$ cat src/rtl/vga_timing_gen.sv
// Raster position counters for the 800x600 VGA path, with active-window decode, pixel coordinates and line/frame strobes.
// Latency 1 clk from an enabled edge; no backpressure, pix_en gates advance and sync_clr restarts at (0,0).
module vga_timing_gen #(
    parameter int H_TOTAL     = 1056,
    parameter int V_TOTAL     = 628,
    parameter int H_ACT_START = 216,
    parameter int H_ACT_END   = 1015,
    parameter int V_ACT_START = 27,
    parameter int V_ACT_END   = 626
) (
    input  logic        clk,
    input  logic        rst_n,
    input  logic        pix_en,
    input  logic        sync_clr,
    output logic [10:0] count_h,
    output logic [9:0]  count_v,
    output logic        de,
    output logic [9:0]  pix_x,
    output logic [9:0]  pix_y,
    output logic        line_start,
    output logic        frame_start
);

    localparam logic [10:0] H_LAST = 11'(H_TOTAL - 1);
    localparam logic [9:0]  V_LAST = 10'(V_TOTAL - 1);
    localparam logic [10:0] H_ACT_S = 11'(H_ACT_START);
    localparam logic [10:0] H_ACT_E = 11'(H_ACT_END);
    localparam logic [9:0]  V_ACT_S = 10'(V_ACT_START);
    localparam logic [9:0]  V_ACT_E = 10'(V_ACT_END);

    logic [10:0] count_h_q, count_h_d;
    logic [9:0]  count_v_q, count_v_d;
    logic        de_q, de_d;
    logic [9:0]  pix_x_q, pix_x_d;
    logic [9:0]  pix_y_q, pix_y_d;
    logic        line_start_q, line_start_d;
    logic        frame_start_q, frame_start_d;
    logic [10:0] diff_h;
    logic [9:0]  diff_v;
    logic        at_origin;

    assign at_origin = (count_h_q == 11'd0) && (count_v_q == 10'd0);

    always_comb begin
        count_h_d     = count_h_q;
        count_v_d     = count_v_q;
        line_start_d  = 1'b0;
        frame_start_d = 1'b0;
        if (sync_clr) begin
            count_h_d     = 11'd0;
            count_v_d     = 10'd0;
            line_start_d  = !at_origin;
            frame_start_d = !at_origin;
        end else if (pix_en) begin
            // >= rather than == so a corrupted counter still falls back into range
            if (count_h_q >= H_LAST) begin
                count_h_d    = 11'd0;
                line_start_d = 1'b1;
                if (count_v_q >= V_LAST) begin
                    count_v_d     = 10'd0;
                    frame_start_d = 1'b1;
                end else begin
                    count_v_d = count_v_q + 10'd1;
                end
            end else begin
                count_h_d = count_h_q + 11'd1;
            end
        end
    end

    // Window flags come from the next position so they line up with the counters they describe.
    always_comb begin
        de_d = (count_h_d >= H_ACT_S) && (count_h_d <= H_ACT_E) &&
               (count_v_d >= V_ACT_S) && (count_v_d <= V_ACT_E);
        diff_h  = count_h_d - H_ACT_S;
        diff_v  = count_v_d - V_ACT_S;
        pix_x_d = de_d ? diff_h[9:0] : 10'd0;
        pix_y_d = de_d ? diff_v : 10'd0;
    end

    always_ff @(posedge clk or negedge rst_n) begin
        if (!rst_n) begin
            count_h_q     <= 11'd0;
            count_v_q     <= 10'd0;
            de_q          <= 1'b0;
            pix_x_q       <= 10'd0;
            pix_y_q       <= 10'd0;
            line_start_q  <= 1'b0;
            frame_start_q <= 1'b0;
        end else begin
            count_h_q     <= count_h_d;
            count_v_q     <= count_v_d;
            de_q          <= de_d;
            pix_x_q       <= pix_x_d;
            pix_y_q       <= pix_y_d;
            line_start_q  <= line_start_d;
            frame_start_q <= frame_start_d;
        end
    end

    assign count_h     = count_h_q;
    assign count_v     = count_v_q;
    assign de          = de_q;
    assign pix_x       = pix_x_q;
    assign pix_y       = pix_y_q;
    assign line_start  = line_start_q;
    assign frame_start = frame_start_q;

endmodule

$ cat config.mk
export PLATFORM = sky130hd
export DESIGN_NAME = vga_timing_gen
export DESIGN_NICKNAME = d
export VERILOG_FILES = /design/src/rtl/vga_timing_gen.sv
export SDC_FILE = /design/constraint.sdc
export NUM_CORES = 1
export LEC_CHECK = 0
export ABC_AREA = 1
export BUFFER_PORTS_ARGS = -buffer_cell sky130_fd_sc_hd__buf_2
export CAP_MARGIN = 20
export CORE_ASPECT_RATIO = 1.1
export CORE_MARGIN = 3
export CORE_UTILIZATION = 40
export CTS_BUF_LIST = sky130_fd_sc_hd__clkbuf_8
export DETAILED_ROUTE_END_ITERATION = 10
export HOLD_SLACK_MARGIN = 0.08
export PLACE_DENSITY = 0.68
export RECOVER_POWER = 25
export REMOVE_ABC_BUFFERS = 1
export SYNTH_ARGS = -nofsm -noshare
export SYNTH_HDL_FRONTEND = slang
export SYNTH_SLANG_ARGS = --single-unit
$ cat constraint.sdc
create_clock -name clk -period 5.5 [get_ports clk]
set_input_delay 0.275 -clock clk [delete_from_list [all_inputs] [get_ports clk]]
set_output_delay 0.275 -clock clk [all_outputs]
set_load 0.005 [all_outputs]
==> metrics.cfg <==
[global_routing]
grt_first_pass_wirelength_microns = 11200
initial_antenna_violation_count = 0
grt.total_usage = 0.174
global_route_congestion_overflow_total = 0
grt_pass1_vias = 2393
largest_net_degree_at_the_start_of_global_routing = 45

[place]
post-place-ws_ps = 2250
hpwlAfterDp_microns = 4980
finalWeightedCongestion = 0.929
number_of_buffer_cells_added_on_primary_ports = 47

[timing]
setup_total_negative_slack_ps = 0
final_critical_path_setup_slack_ps = 2270
finalSetupViolCount = 0
period_minus_ws_final_ps = 3230
fin_worst_skew_ps = 7.43
relSlewSlack = -0.511
final_min_period_over_clock_period = 0.587
final_max_slew_viol_count = 45
hold_violation_total_from_the_final_report = 0
tightest_slew_ps = 2270
setup_repair_after_global_routing_missed_its_margin = no
maxClockFrequency_mhz = 310

[clock_network]
postCtsResizedCells = 0
cts_hold_buf = 0
cts_htree_levels = 2
clock_tree_from_tritoncts = yes
clock_network_latency_to_the_later_pin_of_the_worst_skew_pair_ps = 310
cts.sinks = 44
tritoncts.num_buffers = 5
cts_max_path_buffers = 2
clock_transition_at_the_registers_of_the_reported_paths_ps = 90
post-cts-setup-buffer-count = 0
clock_tree.root_cell = sky130_fd_sc_hd__clkbuf_8

[route]
postRouteAntennaNets = 0
drc = 0
drtPass1Iterations = 4
post_drt_wl_per_cell_microns = 13.1
num_vias = 2502
detail_route.iter0.violations = 139
routed_wirelength_microns = 6600
viasPerCell = 4.97

[worst_setup_path]
rrSetupSlack_ps = 2270
setup.worst_path.start_class = flop
reg2reg_to = pix_y[9]
setup.worst_path.start = count_h[1]
worst-endpoint-arrival_ps = 3450
criticalPathCategory = reg -> reg
reg2regPathDepth = 18
worst_ep_required_time_ps = 5720
critPathCapture = pix_y[9]
critPathCaptureType = flop
cp_max_fo = 21
startpoint_of_the_most_critical_register_to_register_path = count_h[1]

[finish]
antenna_cells = 0
layout.nets = 433
post_route_cells_drive_above_1_share = 0.254
final_core_utilization = 0.473
fillers = 681
layout-area-overhead-vs-synth_pct = 12.2

[power_and_ir_drop]
vdd_ir_drop_max_v = 0.000125
power.density_cell_area_nw_per_um2 = 175
static-leakage-power_nw = 1.88

[yosys]
syn_inst = 375
synth_commonest_cells = 85 x sky130_fd_sc_hd__nand2_1, 61 x sky130_fd_sc_hd__inv_1, 44 x sky130_fd_sc_hd__dfrtp_1, 35 x sky130_fd_sc_hd__nand3_1, 35 x sky130_fd_sc_hd__nor2_1
ys.warnings.count = 0
synth_area_sq_um = 2850
netlist-cell-type-count = 33
synth_async_sr_flop_share = 1.00
top_reg_cell_synth = sky130_fd_sc_hd__dfrtp_1
ys_top_cells_by_area = sky130_fd_sc_hd__dfrtp_1 39%, sky130_fd_sc_hd__nand2_1 11%, sky130_fd_sc_hd__inv_1 8.0%
synth.largest_area_cell = sky130_fd_sc_hd__dfrtp_1
synth.avg_cell_area_sq_um = 7.59
synth_top_area_share = 0.387
synth_enable_flop_cells = 0
yosysMostFrequentCell = sky130_fd_sc_hd__nand2_1
synth.ff_latch_count = 44
sequential_share_of_the_synthesized_area = 0.387

[die]
die-area_sq_um = 8170
die_x_microns = 86.4
num_io_pins = 48
fp-row-count = 31
floorplan_die_height_microns = 94.5
initial_core_utilization = 0.422
core_region_area_sq_um = 6750

[outcome]
failed_checks = max-capacitance violations, max-slew violations
status = finished, violations left

[job]
drv.max_cap_violation_count = 1

[hold_path]
hp-class = in -> reg

[through the flow]
stage                     hold slack, ps  instance area, sq um  std cells  total power, mW
after floorplan                    -20.6                  2780        367            0.352
after global placement               472                  3120        496            0.370
after detailed placement             503                  3120        496            0.371
after CTS                            156                  3190        503            0.565
after global routing                 346                  3190        503            0.579
final                                334                  3190        503            0.560
[area by class of cell]
cell class                 count  area [sq um]  share of cell area
sequential                    44          1100               0.345
multi-input combinational    257          1430               0.447
timing repair buffer          47           234              0.0733
clock buffer                   5          68.8              0.0216
clock inverter                 2          8.76             0.00274
inverter                      66           249              0.0780
tap                           82           103              0.0321
[where the power goes]
group	leakage (nW)	internal, mW	total, mW	switching (mW)
logic	1.22	0.00909	0.0340	0.0249
registers	0.612	0.326	0.329	0.00330
clock network	0.0452	0.0847	0.197	0.112
total	1.88	0.420	0.560	0.140
[metal layers]
| layer | global-route usage | vias to the layer above | share of wire |
|---|---|---|---|
| met5 | 0 | - | 0 |
| met4 | 0.0701 | 0 | 0.018 |
| met3 | 0.0305 | 12 | 0.049 |
| met2 | 0.305 | 70 | 0.48 |
| met1 | 0.211 | 1168 | 0.45 |
| li1 | - | 1252 | - |
[state kept, by name, summed over array words and instances, names as in the netlist]
signal and flops:
frame_start 1, de 1, pix_y 10, pix_x 10, line_start 1, count_v 10, count_h 11
[layout by cell type (no fill, tap or decap), drive strengths merged]
cell type	n
nand2	100
inv	65
nor2	60
buf	46
dfrtp	44
nand3	43
nand4	16
xor2	8
ha	8
o21ai	7
clkbuf	6
a21oi	5
nor3	3
clkinv	3
or2	1
xnor2	1
nor3b	1
o31ai	1
nand3b	1
o41ai	1
o21a	1
[logic make-up after synthesis]
| kind of cell | after synthesis | synth area share |
|---|---|---|
| XOR/XNOR | 9 | 0.0277 |
| buffers and inverters | 74 | 0.111 |
| AND/OR/NAND/NOR | 225 | 0.408 |
| flip-flops | 44 | 0.387 |
| adder cells (fa/ha/maj) | 8 | 0.0352 |
| AO/OA/AOI/OAI | 15 | 0.0308 |
[worst min path at each step]
stage                         from         end  slack, ps  cells past startpoint
after floorplan              rst_n  count_h[0]        -20                      0
after global placement       rst_n    pix_x[0]        470                      1
after detailed placement     rst_n    pix_x[0]        500                      1
after CTS                    rst_n  count_h[2]        160                      1
after global routing      sync_clr  count_v[1]        350                      2
final                     sync_clr  count_v[1]        330                      2
[critical path, stage by stage (launching register included)]
cell	delay (ps)
sky130_fd_sc_hd__dfrtp_1	470
sky130_fd_sc_hd__ha_1	280
sky130_fd_sc_hd__nand2_1	70
sky130_fd_sc_hd__nor2_1	120
sky130_fd_sc_hd__nor2_2	60
sky130_fd_sc_hd__nand3_4	90
sky130_fd_sc_hd__nand3_4	240
sky130_fd_sc_hd__o21ai_1	310
sky130_fd_sc_hd__inv_1	60
sky130_fd_sc_hd__nor2_1	190
sky130_fd_sc_hd__ha_1	190
sky130_fd_sc_hd__inv_1	60
sky130_fd_sc_hd__nand2_2	90
sky130_fd_sc_hd__nand2_4	80
sky130_fd_sc_hd__nand2_2	80
sky130_fd_sc_hd__nor2_2	40
sky130_fd_sc_hd__nor2_2	100
sky130_fd_sc_hd__nand2_2	390
sky130_fd_sc_hd__nor2_1	210
Note: power is estimated with default switching activity, not from simulation.
